===== src/rtl/decode_imm_stage.sv =====
// RV32I decode stage: CUOp + raw 20-bit immediate, buffered in a DEPTH-entry skid FIFO; 1-cycle accept-to-out latency.
// Backpressure: in_ready is (count < DEPTH) from registered state only. Optional macro: DECODE_PERF_CNT_EN.
module decode_imm_stage #(
    parameter int DEPTH  = 2,
    parameter int CUOP_W = 6,
    parameter int XLEN   = 32
) (
    input  logic              clk,
    input  logic              nRst,
    input  logic              flush,
    input  logic              in_valid,
    output logic              in_ready,
    input  logic [XLEN-1:0]   in_instr,
    input  logic [XLEN-1:0]   in_pc,
    output logic              out_valid,
    input  logic              out_ready,
    output logic [CUOP_W-1:0] out_cuop,
    output logic [19:0]       out_imm,
    output logic [4:0]        out_rs1,
    output logic [4:0]        out_rs2,
    output logic [4:0]        out_rd,
    output logic [XLEN-1:0]   out_pc,
    output logic              out_illegal,
    output logic [31:0]       instr_count,
    output logic [31:0]       stall_count
);

    // CUOp codes shared with the CPU types package; 0 is never produced by decode.
    localparam logic [CUOP_W-1:0] CU_LUI   = CUOP_W'(1),  CU_AUIPC = CUOP_W'(2),
                                  CU_JAL   = CUOP_W'(3),  CU_JALR  = CUOP_W'(4),
                                  CU_BEQ   = CUOP_W'(5),  CU_BNE   = CUOP_W'(6),
                                  CU_BLT   = CUOP_W'(7),  CU_BGE   = CUOP_W'(8),
                                  CU_BLTU  = CUOP_W'(9),  CU_BGEU  = CUOP_W'(10),
                                  CU_LB    = CUOP_W'(11), CU_LH    = CUOP_W'(12),
                                  CU_LW    = CUOP_W'(13), CU_LBU   = CUOP_W'(14),
                                  CU_LHU   = CUOP_W'(15), CU_SB    = CUOP_W'(16),
                                  CU_SH    = CUOP_W'(17), CU_SW    = CUOP_W'(18),
                                  CU_ADDI  = CUOP_W'(19), CU_SLTI  = CUOP_W'(20),
                                  CU_SLTIU = CUOP_W'(21), CU_XORI  = CUOP_W'(22),
                                  CU_ORI   = CUOP_W'(23), CU_ANDI  = CUOP_W'(24),
                                  CU_SLLI  = CUOP_W'(25), CU_SRLI  = CUOP_W'(26),
                                  CU_SRAI  = CUOP_W'(27), CU_ADD   = CUOP_W'(28),
                                  CU_SUB   = CUOP_W'(29), CU_SLL   = CUOP_W'(30),
                                  CU_SLT   = CUOP_W'(31), CU_SLTU  = CUOP_W'(32),
                                  CU_XOR   = CUOP_W'(33), CU_SRL   = CUOP_W'(34),
                                  CU_SRA   = CUOP_W'(35), CU_OR    = CUOP_W'(36),
                                  CU_AND   = CUOP_W'(37), CU_ERROR = CUOP_W'(63);

    localparam logic [6:0] OP_LUI = 7'h37, OP_AUIPC = 7'h17, OP_JAL = 7'h6F, OP_JALR = 7'h67,
                           OP_BRANCH = 7'h63, OP_LOAD = 7'h03, OP_STORE = 7'h23,
                           OP_IMM = 7'h13, OP_REG = 7'h33;

    localparam int AW = (DEPTH > 1) ? $clog2(DEPTH) : 1;

    typedef struct packed {
        logic [CUOP_W-1:0] cuop;
        logic [19:0]       imm;
        logic [4:0]        rs1;
        logic [4:0]        rs2;
        logic [4:0]        rd;
        logic [XLEN-1:0]   pc;
        logic              illegal;
    } entry_t;

    logic [6:0]        opcode;
    logic [2:0]        funct3;
    logic [6:0]        funct7;
    logic [19:0]       imm_i, imm_s, imm_b, imm_u, imm_j;
    logic [CUOP_W-1:0] raw_cuop;
    logic [19:0]       raw_imm;
    logic              dec_illegal;
    entry_t            dec_entry;

    assign opcode = in_instr[6:0];
    assign funct3 = in_instr[14:12];
    assign funct7 = in_instr[31:25];
    assign imm_i  = {8'b0, in_instr[31:20]};
    assign imm_s  = {8'b0, in_instr[31:25], in_instr[11:7]};
    assign imm_b  = {8'b0, in_instr[31], in_instr[7], in_instr[30:25], in_instr[11:8]};
    assign imm_u  = in_instr[31:12];
    assign imm_j  = {in_instr[31], in_instr[19:12], in_instr[20], in_instr[30:21]};

    always_comb begin
        raw_cuop = CU_ERROR;
        raw_imm  = '0;
        case (opcode)
            OP_LUI:   begin raw_cuop = CU_LUI;   raw_imm = imm_u; end
            OP_AUIPC: begin raw_cuop = CU_AUIPC; raw_imm = imm_u; end
            OP_JAL:   begin raw_cuop = CU_JAL;   raw_imm = imm_j; end
            OP_JALR: begin
                raw_imm = imm_i;
                if (funct3 == 3'd0) raw_cuop = CU_JALR;
            end
            OP_BRANCH: begin
                raw_imm = imm_b;
                case (funct3)
                    3'd0: raw_cuop = CU_BEQ;
                    3'd1: raw_cuop = CU_BNE;
                    3'd4: raw_cuop = CU_BLT;
                    3'd5: raw_cuop = CU_BGE;
                    3'd6: raw_cuop = CU_BLTU;
                    3'd7: raw_cuop = CU_BGEU;
                    default: ;
                endcase
            end
            OP_LOAD: begin
                raw_imm = imm_i;
                case (funct3)
                    3'd0: raw_cuop = CU_LB;
                    3'd1: raw_cuop = CU_LH;
                    3'd2: raw_cuop = CU_LW;
                    3'd4: raw_cuop = CU_LBU;
                    3'd5: raw_cuop = CU_LHU;
                    default: ;
                endcase
            end
            OP_STORE: begin
                raw_imm = imm_s;
                case (funct3)
                    3'd0: raw_cuop = CU_SB;
                    3'd1: raw_cuop = CU_SH;
                    3'd2: raw_cuop = CU_SW;
                    default: ;
                endcase
            end
            OP_IMM: begin
                raw_imm = imm_i;
                case (funct3)
                    3'd0: raw_cuop = CU_ADDI;
                    3'd2: raw_cuop = CU_SLTI;
                    3'd3: raw_cuop = CU_SLTIU;
                    3'd4: raw_cuop = CU_XORI;
                    3'd6: raw_cuop = CU_ORI;
                    3'd7: raw_cuop = CU_ANDI;
                    3'd1: if (funct7 == 7'h00) raw_cuop = CU_SLLI;
                    3'd5: begin
                        if (funct7 == 7'h00)      raw_cuop = CU_SRLI;
                        else if (funct7 == 7'h20) raw_cuop = CU_SRAI;
                    end
                    default: ;
                endcase
            end
            OP_REG: begin
                case ({funct7, funct3})
                    {7'h00, 3'd0}: raw_cuop = CU_ADD;
                    {7'h20, 3'd0}: raw_cuop = CU_SUB;
                    {7'h00, 3'd1}: raw_cuop = CU_SLL;
                    {7'h00, 3'd2}: raw_cuop = CU_SLT;
                    {7'h00, 3'd3}: raw_cuop = CU_SLTU;
                    {7'h00, 3'd4}: raw_cuop = CU_XOR;
                    {7'h00, 3'd5}: raw_cuop = CU_SRL;
                    {7'h20, 3'd5}: raw_cuop = CU_SRA;
                    {7'h00, 3'd6}: raw_cuop = CU_OR;
                    {7'h00, 3'd7}: raw_cuop = CU_AND;
                    default: ;
                endcase
            end
            default: ;
        endcase
    end

    // Illegal encodings still flow downstream, but with a zeroed immediate.
    assign dec_illegal       = (raw_cuop == CU_ERROR);
    assign dec_entry.cuop    = raw_cuop;
    assign dec_entry.imm     = dec_illegal ? 20'd0 : raw_imm;
    assign dec_entry.rs1     = in_instr[19:15];
    assign dec_entry.rs2     = in_instr[24:20];
    assign dec_entry.rd      = in_instr[11:7];
    assign dec_entry.pc      = in_pc;
    assign dec_entry.illegal = dec_illegal;

    entry_t        mem [DEPTH];
    logic [AW-1:0] wr_ptr, rd_ptr;
    logic [AW:0]   count;
    logic          push, pop;
    entry_t        head;

    assign in_ready  = (count < (AW+1)'(DEPTH));
    assign out_valid = (count != '0);
    assign push      = in_valid && in_ready;
    assign pop       = out_valid && out_ready;

    always_ff @(posedge clk or negedge nRst) begin
        if (!nRst) begin
            wr_ptr <= '0;
            rd_ptr <= '0;
            count  <= '0;
            for (int i = 0; i < DEPTH; i++) mem[i] <= '0;
        end else if (flush) begin
            wr_ptr <= '0;
            rd_ptr <= '0;
            count  <= '0;
        end else begin
            if (push) begin
                mem[wr_ptr] <= dec_entry;
                wr_ptr      <= wr_ptr + AW'(1);
            end
            if (pop) rd_ptr <= rd_ptr + AW'(1);
            if (push && !pop)      count <= count + (AW+1)'(1);
            else if (!push && pop) count <= count - (AW+1)'(1);
        end
    end

    assign head        = mem[rd_ptr];
    assign out_cuop    = head.cuop;
    assign out_imm     = head.imm;
    assign out_rs1     = head.rs1;
    assign out_rs2     = head.rs2;
    assign out_rd      = head.rd;
    assign out_pc      = head.pc;
    assign out_illegal = head.illegal;

`ifdef DECODE_PERF_CNT_EN
    // Counters survive flush on purpose: they measure the front end, not pipeline contents.
    logic [31:0] instr_cnt_q, stall_cnt_q;

    always_ff @(posedge clk or negedge nRst) begin
        if (!nRst) begin
            instr_cnt_q <= '0;
            stall_cnt_q <= '0;
        end else begin
            if (push)                    instr_cnt_q <= instr_cnt_q + 32'd1;
            if (out_valid && !out_ready) stall_cnt_q <= stall_cnt_q + 32'd1;
        end
    end

    assign instr_count = instr_cnt_q;
    assign stall_count = stall_cnt_q;
`else
    assign instr_count = '0;
    assign stall_count = '0;
`endif

endmodule

===== config.mk =====
export PLATFORM = sky130hd
export DESIGN_NAME = decode_imm_stage
export DESIGN_NICKNAME = d
export VERILOG_FILES = /design/src/rtl/decode_imm_stage.sv
export SDC_FILE = /design/constraint.sdc
export NUM_CORES = 1
export LEC_CHECK = 0
export CELL_PAD_IN_SITES_DETAIL_PLACEMENT = 1
export CELL_PAD_IN_SITES_GLOBAL_PLACEMENT = 1
export CORE_UTILIZATION = 39
export CTS_CLUSTER_DIAMETER = 100
export DETAILED_ROUTE_END_ITERATION = 8
export PLACE_DENSITY = 0.87
export SYNTH_ARGS = -nofsm -noshare
export SYNTH_HDL_FRONTEND = slang
export SYNTH_SLANG_ARGS = --single-unit
export TNS_END_PERCENT = 1

===== constraint.sdc =====
create_clock -name clk -period 2.7 [get_ports clk]
set_clock_uncertainty 0.2 [all_clocks]
set_input_delay 0.54 -clock clk [delete_from_list [all_inputs] [get_ports clk]]
set_output_delay 0.54 -clock clk [all_outputs]
set_load 0.01 [all_outputs]

# ---- After elaboration in Yosys (flattened, before gate mapping)
# Index checks and enable logic that the tools add are counted.
dict set report totals {
  ff_bits 152
  input_bits 69
  output_inout_bits 140
  word_cells 97
}
dict set report op_classes {
  addsub 4
  magnitude_cmp 4
  eq_ne 27
  mux 25
  bitwise_logic 3
  reduce_logical 17
}
# op n
set op_table {}
lappend op_table {{$mux W74} 4}
lappend op_table {{$bwmux W148} 1}
lappend op_table {{$pmux W20 S5} 1}
lappend op_table {{$demux W74 S1} 1}
lappend op_table {{$pmux W6 S10} 1}
lappend op_table {{$pmux W6 S9} 1}
lappend op_table {{$pmux W6 S8} 1}
lappend op_table {{$eq A10 B3 Y1 const B} 4}
lappend op_table {{$pmux W6 S6} 1}
lappend op_table {{$pmux W6 S5} 1}
lappend op_table {{$eq A7 B6 Y1 const B} 4}
lappend op_table {{$mux W6} 4}
lappend op_table {{$eq A7 B7 Y1 const B} 3}
lappend op_table {{$eq A10 B2 Y1 const B} 2}
lappend op_table {{$eq A10 B9 Y1 const B} 2}
lappend op_table {{$mux W20} 1}
lappend op_table {{$pmux W6 S3} 1}
lappend op_table {{$eq A7 B5 Y1 const B} 2}
lappend op_table {{$eq A3 B3 Y1 const B} 4}
lappend op_table {{$eq A10 B1 Y1 const B} 1}
lappend op_table {{$logic_not A10 Y1} 1}
lappend op_table {{$eq A7 B2 Y1 const B} 1}
lappend op_table {{$logic_not A7 Y1} 1}
lappend op_table {{$eq A3 B2 Y1 const B} 2}
lappend op_table {{other kinds (20)} 35}

# ---- Logic depth before layout (Yosys ltp)
# Gate-level depths: netlist (run 1).
dict set report depth {
  word_depth 8
  ltp_mapped 9
  mapped_depth_nobuf 6
}

# ---- Worst setup path after synthesis (run 1)
# Ideal clock, no wire load.
dict set report synth_timing {
  path_kind {input-to-reg}
  from {input port in_instr[2]}
  to {register mem[126] in the netlist's numbering}
  setup_ns 0.123
  t_arrival_ns 2.219
  required_ns 2.377
  setup_slack_ns 0.158
  cell_stages 8
  path_buffers 2
  path_cell_list {buf_2 -> and4bb_4 -> nand4_2 -> o2111a_2 -> and3_4 -> a311oi_4 -> buf_6 -> a21oi_2}
}
dict set report synth_via {
  elab_chain_cells 5
  word_cells_on_any_way 16
  cone_classes {eq/ne (10); mux (4); reduce/logical (2)}
}
# item line_no
set synth_rtl {}
lappend synth_rtl {{from (decl)} 13} ;# input logic [XLEN-1:0] in_instr,
lappend synth_rtl {{$eq A7 B6 Y1, or another cell as far along} 86} ;# case (opcode)
lappend synth_rtl {{$pmux W6 S9, or another cell as far along} 86}
lappend synth_rtl {{$eq A6 B6 Y1 or $pmux W20 S5 (tied branches)} {163, 86}}
lappend synth_rtl {{$mux W20 (*)} 165} ;# assign dec_entry.imm = dec_illegal ? 20'd0 : raw_imm;
lappend synth_rtl {{$bwmux W148 (*)} 195} ;# mem[wr_ptr] <= dec_entry;
lappend synth_rtl {{to (signal, indexed assignment)} 195}
lappend synth_rtl {{to (decl)} 172} ;# entry_t mem [DEPTH];
# Every way passes the cells marked *; elsewhere a longest branch is shown, timed or not.
# A chain may end at the register's enable or synchronous reset.

# ---- Worst setup path in the final report (run 1)
dict set report layout_timing {
  from {input port in_instr[3]}
  to {register mem[58] in the netlist's numbering}
}
# The elaborated chain is that of the path after synthesis.

==> results of run 1 <==
## cell families after synthesis
group / after synthesis / synth area share [%]
AO/OA/AOI/OAI: 129 / 11.2
XOR/XNOR: 6 / 0.620
buffers and inverters: 122 / 9.83
flip-flops: 152 / 44.9
multiplexers: 190 / 24.9
other: 1 / 0.0442
AND/OR/NAND/NOR: 130 / 8.50
## power by group through the flow
stage	clock network [W]	registers, W	logic (W)
finish	0.00223	0.00310	0.00204
global route	0.00238	0.00317	0.00220
CTS	0.00228	0.00310	0.00206
detailed placement	0	0.00314	0.00216
global placement	0	0.00307	0.00209
floorplan	0	0.00302	0.00128
## metrics by stage
step | setup slack [ns] | setup TNS, ns
6_report | 0.00231 | 0
5_1_grt | -0.0593 | -1.03
4_1_cts | -0.0179 | -0.0849
3_5_place_dp | -0.695 | -18.48
3_3_place_gp | -0.803 | -19.00
2_1_floorplan | 0.158 | 0
## what timing repair did
| item | CTS | global route |
|---|---|---|
| pin swaps | 5 | 6 |
| setup endpoints to repair | 94 | 43 |
| buffers inserted | 9 | 2 |
| gates cloned | 1 | 0 |
| resized for setup | 75 | 27 |
| hold buffers | 1 | 0 |
| endpoints found under the hold margin | 46 | 0 |
## layout make-up
class                   count  area [um^2]  share of cell area [%]
clock buffers              18          439                    3.93
inverters                   7         26.3                   0.235
multi-input cells         519         4170                    37.4
well taps                 275          344                    3.08
flip-flops and latches    152         3810                    34.1
repair buffers            236         2260                    20.3
clock inverters            14          113                    1.01
## layout by cell type, fill, tap and decap left out, types with 15 or more instances in the layout
cell / count
a22oi_1: 15
nand2_1: 19
dlymetal6s2s_1: 16
buf_4: 76
nor2_1: 44
a21oi_1: 36
dfrtp_1: 151
mux2_2: 170
conb_1: 64
a21oi_2: 23
clkbuf_16: 17
mux2i_1: 20
dlygate4sd2_1: 64
clkdlybuf4s50_1: 63
## state kept, by name, summed over array words and instances, names as in the netlist
| register | flops |
|---|---|
| count | 2 |
| wr_ptr | 1 |
| mem | 148 |
| rd_ptr | 1 |
## critical path, delay by kind of cell
| kind | cells | cell delay, ns |
|---|---|---|
| AO/OA/AOI/OAI | 3 | 0.70 |
| AND/OR/NAND/NOR | 3 | 0.75 |
| buffers and inverters | 2 | 0.80 |
## worst paths after layout
check	startpoint	endpoint	slack, ns	depth (start not counted)
setup reg to reg	count[1]	mem[16]	0.69	5
setup / recovery	in_instr[3]	mem[58]	0.002	8
min in group asynchronous	nRst	mem[24]	0.41	2
max in group asynchronous	nRst	rd_ptr	1.19	3
hold reg to reg	mem[28]	mem[28]	0.30	1
hold / removal	mem[28]	mem[28]	0.30	1
## layer usage
metal,track usage (%),vias up
met5,0,-
met4,10.1,0
met3,3.63,50
met2,37.2,205
met1,28.8,3241
li1,-,2891
==> metrics.md, run 1 <==
| Metric | Value |
|---|---|
| Highest metal used | `met4` |
| Area of the mapped netlist | `8480 um^2` |
| Port bufs | `144` |
| CTS sink count | `152` |
| CP arrival | `2.79 ns` |
| Met1 wire length | `10400 um` |
| Top cell type's share of synthesized area | `44.9%` |
| Final Hold Violating Endpoints | `0` |
| Latest clock arrival within the worst-skew pair | `0.43 ns` |
| Distinct cells, synth | `63` |
| Clock Pin Slew Worst Setup and Hold Paths | `0.07 ns` |
| FILL cells | `2251` |
| Share of cells above drive strength 1 | `36.7%` |
| Slowest Stage Delay on Critical Path | `0.45 ns` |
| DR vias | `6387` |
| Crit Path Max Fanout | `7` |
| Post-Layout Cell Count | `1221` |
| F_max | `0.371 GHz` |
| Leak | `4.98 nW` |
| Metal2 WL | `12100 um` |
| Routed wire length | `24300 um` |
| Status | `finished, final reports clean` |
| Synthesis-to-layout area growth | `31.6%` |
| Max Slew Vio Count | `0` |
| Post-route cell area | `11200 um^2` |
| Placer congestion estimate | `0.864` |
| Antenna violations before repair | `0` |
| Final min period | `2.70 ns` |
| CTS Buf Count | `17` |
| Cell area power density | `660 nW/um^2` |
| Largest net degree at the start of global routing | `57` |
| RSZ-0062 raised after global routing | `true` |
| Setup CP Type | `input pin to flip-flop` |
| Hold_ws | `0.303 ns` |
| Via density | `5.23` |
| Most instantiated cells after synthesis | `170 x mux2_2, 152 x dfrtp_1, 65 x buf_4, 44 x nor2_1, 39 x a21oi_1` |
| Core box area | `21200 um^2` |
| Worst IR Drop VDD | `0.446 mV` |
| Initial DRC count | `265` |
| Gate power share | `27.6%` |
| Hold WC Path Type | `flip-flop to flip-flop` |
| Drt pass-1 iters | `5` |
| Global route overflow | `0` |
| IO Pins | `209` |
| Die height | `149 um` |
| Yosys warnings | `0` |
| Post-synth EDFFs | `0` |
| Die W | `149 um` |
| DR WL/cell | `19.9 um` |
| Fin crit share | `99.9%` |
| Syn avg cell area | `11.6 um^2` |
| Clock share of power | `30.3%` |
| # diodes | `0` |
| CTS Buffer Depth | `2` |
| Full die area | `22300 um^2` |
| Sw frac | `30.1%` |
| Dpl hpwl | `17200 um` |
| Routed Antenna Nets | `0` |
| Placed Instances | `1178` |
| Final core utilization | `52.8%` |
| Syn Inst Count | `730` |
| Final setup viols | `0` |
| Yosys reg bits | `152` |
| Most frequent cell after synthesis | `mux2_2` |
| Slowest CP cell | `clkdlybuf4s50_1` |
| Worst Setup End Kind | `flip-flop` |
| P_int | `0.00515 W` |
| DRC Markers | `0` |
| Fin nets | `1002` |
| FP Rows | `53` |
| GRT Util Overall | `22.5%` |
| Root Buffer | `clkbuf_16` |
| CTS tree | `done` |
| Register area share after synthesis | `44.9%` |
| Cell Chain, Critical Path | `clkdlybuf4s50_1, and4bb_4, nand3_1, a31o_2, and3_4, a311oi_4, bufbuf_16, a21oi_2` |
| First-pass GRT wire length | `38000 um` |
| Max-slew headroom | `46.6%` |
| Largest area contributor in the netlist | `dfrtp_1` |
| Switch Pwr | `0.00222 W` |
| Vias in the first global route | `6799` |
| Synth Flop Type | `dfrtp_1` |
| H-tree levels | `4` |
| Worst Tran Pin Value | `0.795 ns` |
| Top post-synthesis cells by area | `dfrtp_1 45%, mux2_2 23%, buf_4 5.8%, mux2i_1 2.4%, a21oi_1 2.3%` |
| Power Total | `0.00736 W` |
| Initial Utilization | `40.1%` |
| Post-synth ARST share | `100%` |
| Met3 wire length | `989 um` |
| CP Launch Type | `input pin` |
| Sequential Power Share | `42.1%` |
| Req. time, crit path | `2.80 ns` |
| Post-Place Cell Area | `10400 um^2` |
| Max-cap viol count | `0` |
(Power assumes the default switching activity.)
==> run 2, diff against run 1 <==
PLACE_DENSITY = 0.93   (was 0.87)
SLEW_MARGIN = 30   (was default)
==> run 2 against run 1 <==
The run now ends with setup timing left. Setup slack lost 0.10 ns. Combinational power rose by 8%. Die area unchanged. Non-clock buffer count increased by 14. Cell area up 2.8%.
==> metrics.md, run 2 (synthesis gave the netlist of run 1 again) <==
| Metric | Value |
|---|---|
| Status | `finished with violations (was finished, final reports clean)` |
| Failing checks | `setup timing` |
| Crit Path Max Fanout | `5 (was 7)` |
| Placer congestion estimate | `0.897 (was 0.864)` |
| Initial DRC count | `423 (was 265)` |
| Core box area | `21200 um^2 (unchanged)` |
| Worst path bufs/invs | `5 (was 2)` |
| Sequential Power Share | `40.5% (was 42.1%)` |
| Share of cells above drive strength 1 | `38.4% (was 36.7%)` |
| Dpl hpwl | `18800 um (was 17200 um)` |
| Via density | `5.53 (was 5.23)` |
| Commonest non-fill, non-tap cell in the layout | `mux2_2 (unchanged)` |
| # diodes | `0 (unchanged)` |
| Max Slew Vio Count | `0 (unchanged)` |
| Setup tns final | `-1.23 ns (was 0 ns)` |
| Sw frac | `31.3% (was 30.1%)` |
| Cell area power density | `671 nW/um^2 (was 660 nW/um^2)` |
| Req. time, crit path | `2.85 ns (was 2.80 ns)` |
| Worst Setup Slack post-DPL | `-0.762 ns (was -0.695 ns)` |
| Hold WC Path Type | `flip-flop to flip-flop (unchanged)` |
| CTS Buf Count | `17 (unchanged)` |
| RSZ-0062 raised after global routing | `true (unchanged)` |
| Final setup viols | `21 (was 0)` |
| Die height | `149 um (unchanged)` |
| CP arrival | `2.95 ns (was 2.79 ns)` |
| Setup crit start | `in_instr[28] (was in_instr[3])` |
| Gate power share | `28.6% (was 27.6%)` |
| Leak | `5.07 nW (was 4.98 nW)` |
| Setup CP Type | `input pin to flip-flop (unchanged)` |
| Drt pass-1 iters | `5 (unchanged)` |
| Hold path startpoint | `mem[21] (was mem[28])` |
| FP Rows | `53 (unchanged)` |
| Synthesis-to-layout area growth | `35.3% (was 31.6%)` |
| Initial Utilization | `40.1% (unchanged)` |
| Worst IR Drop VDD | `0.322 mV (was 0.446 mV)` |
| Commonest cells after routing, fill and taps aside | `170 x mux2_2, 151 x dfrtp_1, 83 x buf_4, 66 x clkdlybuf4s50_1, 64 x conb_1 (was 170 x mux2_2, 151 x dfrtp_1, 76 x buf_4, 64 x conb_1, 64 x dlygate4sd2_1)` |
| First-pass GRT wire length | `42100 um (was 38000 um)` |
| DRC Markers | `0 (unchanged)` |
| Full die area | `22300 um^2 (unchanged)` |
| Slowest CP cell | `or4_4 (was clkdlybuf4s50_1)` |
| Top delay family on crit path | `simple AND/OR/NAND/NOR gates (was buffers and inverters)` |
| Clock Pin Slew Worst Setup and Hold Paths | `0.07 ns (about the same)` |
| DR WL/cell | `23.5 um (was 19.9 um)` |
| Global route overflow | `0 (unchanged)` |
| IO Pins | `209 (unchanged)` |
| Largest register FFs | `148 (unchanged)` |
| Routed wire length | `29100 um (was 24300 um)` |
| Vias in the first global route | `7221 (was 6799)` |
| Largest net degree at the start of global routing | `61 (was 57)` |
| Max-cap viol count | `0 (unchanged)` |
| Regs by FF count | `mem (148), count (2) (unchanged)` |
| Latest clock arrival within the worst-skew pair | `0.43 ns (about the same)` |
| CTS sink count | `152 (unchanged)` |
| GRT Util Overall | `25.1% (was 22.5%)` |
| CP Launch Type | `input pin (unchanged)` |
| Clock share of power | `30.9% (was 30.3%)` |
| Antenna violations before repair | `0 (unchanged)` |
| DR vias | `6831 (was 6387)` |
| Final min period | `2.80 ns (was 2.70 ns)` |
| R2R Path Start | `count[1] (unchanged)` |
| Die W | `149 um (unchanged)` |
| Switch Pwr | `0.00241 W (was 0.00222 W)` |
| Final Hold Violating Endpoints | `0 (unchanged)` |
| Fin nets | `1016 (was 1002)` |
| CTS tree | `done (unchanged)` |
| Final core utilization | `54.2% (was 52.8%)` |
| Root Buffer | `clkbuf_16 (unchanged)` |
| Power Total | `0.00770 W (was 0.00736 W)` |
| Worst Tran Pin Value | `0.575 ns (was 0.795 ns)` |
| Worst Setup End Kind | `flip-flop (unchanged)` |
| FILL cells | `2202 (was 2251)` |
| Largest reg by FF count | `mem (unchanged)` |
| H-tree levels | `4 (unchanged)` |
| Slowest Stage Delay on Critical Path | `0.57 ns (was 0.45 ns)` |
| P_int | `0.00530 W (was 0.00515 W)` |
| Port bufs | `144 (unchanged)` |
| F_max | `0.357 GHz (was 0.371 GHz)` |
| Cell Chain, Critical Path | `dlymetal6s2s_1, or4_4, buf_4, nor3_4, a21boi_1, nand2b_1, a311oi_4, buf_12, buf_12, buf_12, a21oi_2 (was clkdlybuf4s50_1, and4bb_4, nand3_1, a31o_2, and3_4, a311oi_4, bufbuf_16, a21oi_2)` |
| Fin crit share | `104% (was 99.9%)` |
| Max-slew headroom | `61.7% (was 46.6%)` |
| CTS Buffer Depth | `2 (unchanged)` |
| Routed Antenna Nets | `0 (unchanged)` |
| Post-route setup slack | `-0.103 ns (was 0.00231 ns)` |
| Most used cell, CP | `buf_12` |
## run 2: cell count changes in the layout (fill, tap and decap cells not counted), sizes merged
cell,delta
clkinv,-1
clkdlybuf4s50,+3
clkdlybuf4s15,+1
dlymetal6s2s,+1
bufinv,+1
inv,+1
bufbuf,-1
buf,+15
dlygate4sd2,-5
clkbuf,-1
## run 2: power groups by stage
stage	registers [W]	logic, W	clock network [W]
final	0.00312	0.00220	0.00238
after floorplan	0.00302	0.00128	0
after CTS	0.00311	0.00213	0.00241
after global routing	0.00319	0.00234	0.00251
after global placement	0.00306	0.00210	0
after detailed placement	0.00314	0.00222	0
## run 2: metrics by stage
step,std cells,cell area (um^2),hold WS (ns)
2_1_floorplan,793,8720,0.0444
3_3_place_gp,1186,10500,0.283
3_5_place_dp,1186,10500,0.291
4_1_cts,1220,11100,0.308
5_1_grt,1235,11500,0.317
6_report,1235,11500,0.305
## run 2: final timing paths
| path | to | slack [ns] | cells past startpoint |
|---|---|---|---|
| worst max-delay path | mem[131] | -0.10 | 11 |
| worst min-delay path | mem[21] | 0.31 | 1 |
| worst max register to register | mem[126] | 0.43 | 7 |
| worst min register to register | mem[21] | 0.31 | 1 |
| max in group asynchronous | mem[137] | 1.16 | 3 |
| min in group asynchronous | mem[24] | 0.46 | 2 |
## run 2: repair_timing
action                                 in CTS  in global routing
endpoints found under the hold margin      57                  0
buffers inserted                            0                 16
resized for setup                          75                 50
setup endpoints to repair                 103                 42
pin swaps                                   2                 10
gates cloned                                1                  1
hold buffers                                1                  0
## run 2: worst register-to-register path, stage by stage, from the launching register on
cell     delay (ns)
dfrtp_1        0.41
inv_1          0.10
nand2_1        0.15
nor3_2         0.30
buf_4          0.23
buf_4          0.35
mux2i_1        0.35
a21oi_2        0.06
## run 2: area by class of cell
type / instances / area, um^2 / area share (%)
inverters: 7 / 26.3 / 0.229
flip-flops and latches: 152 / 3810 / 33.2
clock buffers: 17 / 425 / 3.71
repair buffers: 250 / 2450 / 21.3
well taps: 275 / 344 / 3.00
multi-input cells: 519 / 4270 / 37.2
clock inverters: 15 / 158 / 1.37
## run 2: routing by layer
layer	global-route usage [%]	part of all wire (%)	vias up
li1	-	-	2921
met3	4.51	5.3	114
met4	13.0	5.3	0
met1	29.8	38	3470
met5	0	0	-
met2	43.2	51	326
==> run 3, diff against run 2 <==
GPL_TIMING_DRIVEN = 0   (was default)
SKIP_CTS_REPAIR_TIMING = 1   (was default)
SLEW_MARGIN = default   (was 30)
==> run 3 against run 2 <==
The flow still finishes with violations (setup timing). Clock power rose by 8.8%. Largest cell class unchanged. First-iteration DRC count fell by 2.1%. Highest routed layer unchanged. Critical endpoint is now out_rs1[4]. Cell count rose by 2.1%.
==> metrics.md, run 3 (synthesis gave the netlist of run 1 again) <==
| Metric | Value |
|---|---|
| Status | `finished with violations (unchanged)` |
| Failing checks | `setup timing (unchanged)` |
| DR vias | `6832 (was 6831)` |
| F_max | `0.345 GHz (was 0.357 GHz)` |
| Share of cells above drive strength 1 | `38.5% (was 38.4%)` |
| Commonest non-fill, non-tap cell in the layout | `mux2_2 (unchanged)` |
| Post-Layout Cell Count | `1261 (was 1235)` |
| Cell area power density | `699 nW/um^2 (was 671 nW/um^2)` |
| Regs by FF count | `mem (148), count (2) (unchanged)` |
| Global route overflow | `0 (unchanged)` |
| Reg2Reg Depth | `7 (unchanged)` |
| CP Launch Type | `flip-flop (was input pin)` |
| Max Slew Vio Count | `0 (unchanged)` |
| Routed Antenna Nets | `0 (unchanged)` |
| Final Hold Violating Endpoints | `0 (unchanged)` |
| Die height | `149 um (unchanged)` |
| Worst Setup Slack post-DPL | `-1.00 ns (was -0.762 ns)` |
| FP Rows | `53 (unchanged)` |
| GRT Util Overall | `23.8% (was 25.1%)` |
| Worst Tran Pin Value | `0.743 ns (was 0.575 ns)` |
| Power Total | `0.00806 W (was 0.00770 W)` |
| CP arrival | `2.16 ns (was 2.95 ns)` |
| Root Buffer | `clkbuf_16 (unchanged)` |
| Initial Utilization | `40.1% (unchanged)` |
| DRC Markers | `0 (unchanged)` |
| Largest reg by FF count | `mem (unchanged)` |
| Hold Path Stages | `1 (unchanged)` |
| Synthesis-to-layout area growth | `36.1% (was 35.3%)` |
| Final setup viols | `84 (was 21)` |
| Leak | `5.10 nW (was 5.07 nW)` |
| FF-to-FF End | `mem[131] (was mem[126])` |
| H-tree levels | `4 (unchanged)` |
| Crit Path Max Fanout | `10 (was 5)` |
| Placer congestion estimate | `0.887 (was 0.897)` |
| Final min period | `2.90 ns (was 2.80 ns)` |
| Setup CP Type | `flip-flop to output port (was input pin to flip-flop)` |
| IO Pins | `209 (unchanged)` |
| Largest register FFs | `148 (unchanged)` |
| Initial DRC count | `414 (was 423)` |
| Register-to-Register Setup Slack | `0.13 ns (was 0.43 ns)` |
| Placed Instances | `1210 (was 1186)` |
| CTS Buffer Depth | `2 (unchanged)` |
| Worst hold endpoint | `mem[24] (was mem[21])` |
| Port bufs | `141 (was 144)` |
| FILL cells | `2210 (was 2202)` |
| Post-route cell area | `11500 um^2 (about the same)` |
| Drt pass-1 iters | `5 (unchanged)` |
| Commonest cells after routing, fill and taps aside | `170 x mux2_2, 152 x dfrtp_1, 122 x clkdlybuf4s50_1, 82 x buf_4, 64 x conb_1 (was 170 x mux2_2, 151 x dfrtp_1, 83 x buf_4, 66 x clkdlybuf4s50_1, 64 x conb_1)` |
| CTS sink count | `152 (unchanged)` |
| Max-slew headroom | `50.1% (was 61.7%)` |
| Antenna violations before repair | `0 (unchanged)` |
| R2R Path Start | `count[1] (unchanged)` |
| Dpl hpwl | `18500 um (was 18800 um)` |
| Routed wire length | `29000 um (was 29100 um)` |
| Via density | `5.42 (was 5.53)` |
| Clock Pin Slew Worst Setup and Hold Paths | `0.06 ns (was 0.07 ns)` |
| Worst Setup End Kind | `output port (was flip-flop)` |
| Post-Place Cell Area | `10500 um^2 (about the same)` |
| RSZ-0062 raised after global routing | `true (unchanged)` |
| Largest net degree at the start of global routing | `81 (was 61)` |
| Vias in the first global route | `6976 (was 7221)` |
| First-pass GRT wire length | `40300 um (was 42100 um)` |
| CTS Buf Count | `17 (unchanged)` |
| Die W | `149 um (unchanged)` |
| DR WL/cell | `23.0 um (was 23.5 um)` |
| Req. time, crit path | `1.96 ns (was 2.85 ns)` |
| Max-cap viol count | `0 (unchanged)` |
| # diodes | `0 (unchanged)` |
| Post-route setup slack | `-0.197 ns (was -0.103 ns)` |
| CTS tree | `done (unchanged)` |
| Latest clock arrival within the worst-skew pair | `0.43 ns (about the same)` |
| Fin nets | `1042 (was 1016)` |
| Hold WC Path Type | `flip-flop to flip-flop (unchanged)` |
| Core box area | `21200 um^2 (unchanged)` |
| Worst IR Drop VDD | `0.336 mV (was 0.322 mV)` |
| Hold path startpoint | `mem[24] (was mem[21])` |
| Fin crit share | `107% (was 104%)` |
| Full die area | `22300 um^2 (unchanged)` |
[run 3: power by group]
part	leakage, nW	internal, W	switching (W)
clock	0.302	0.00155	0.00104
sequential	1.82	0.00281	0.000324
combinational	2.98	0.00129	0.00105
[run 3: cell type report]
type	instances	area [um^2]	share of cell area (%)
Clock inverter	11	160	1.39
Clock buffer	21	470	4.08
Timing Repair Buffer	160	1630	14.1
Inverter	7	26.3	0.228
Sequential cell	152	3800	33.0
Buffer	115	878	7.61
Tap cell	275	344	2.98
Multi-Input combinational cell	520	4230	36.7
[run 3: critical path: stages, from the launching register on]
cell and delay, ns:
dfrtp_1 0.42, buf_6 0.22, buf_6 0.19, mux2_2 0.35, clkdlybuf4s50_1 0.54
[run 3: how the worst max path moves through the flow]
stage	to	slack, ns	start
floorplan	mem[126]	0.16	in_instr[2]
global placement	mem[67]	-5.22	nRst
detailed placement	mem[145]	-1.00	in_instr[25]
CTS	out_rs1[2]	-1.05	rd_ptr
global route	out_rs1[1]	-0.24	rd_ptr
finish	out_rs1[4]	-0.20	rd_ptr
[run 3: stage by stage]
stage	utilization [%]	setup TNS, ns	hold slack [ns]
global placement	49.5	-862.81	0.283
CTS	52.6	-62.19	-0.0385
global route	54.5	-14.21	0.319
floorplan	-	0	0.0444
detailed placement	49.6	-77.29	0.292
finish	54.5	-9.49	0.303
[run 3: metal layers]
layer | vias up | GRT usage [%] | share of wire, %
li1 | 2967 | - | -
met2 | 325 | 41.1 | 50
met1 | 3438 | 28.9 | 38
met4 | 0 | 10.4 | 4.9
met3 | 102 | 4.18 | 6.2
met5 | - | 0 | 0
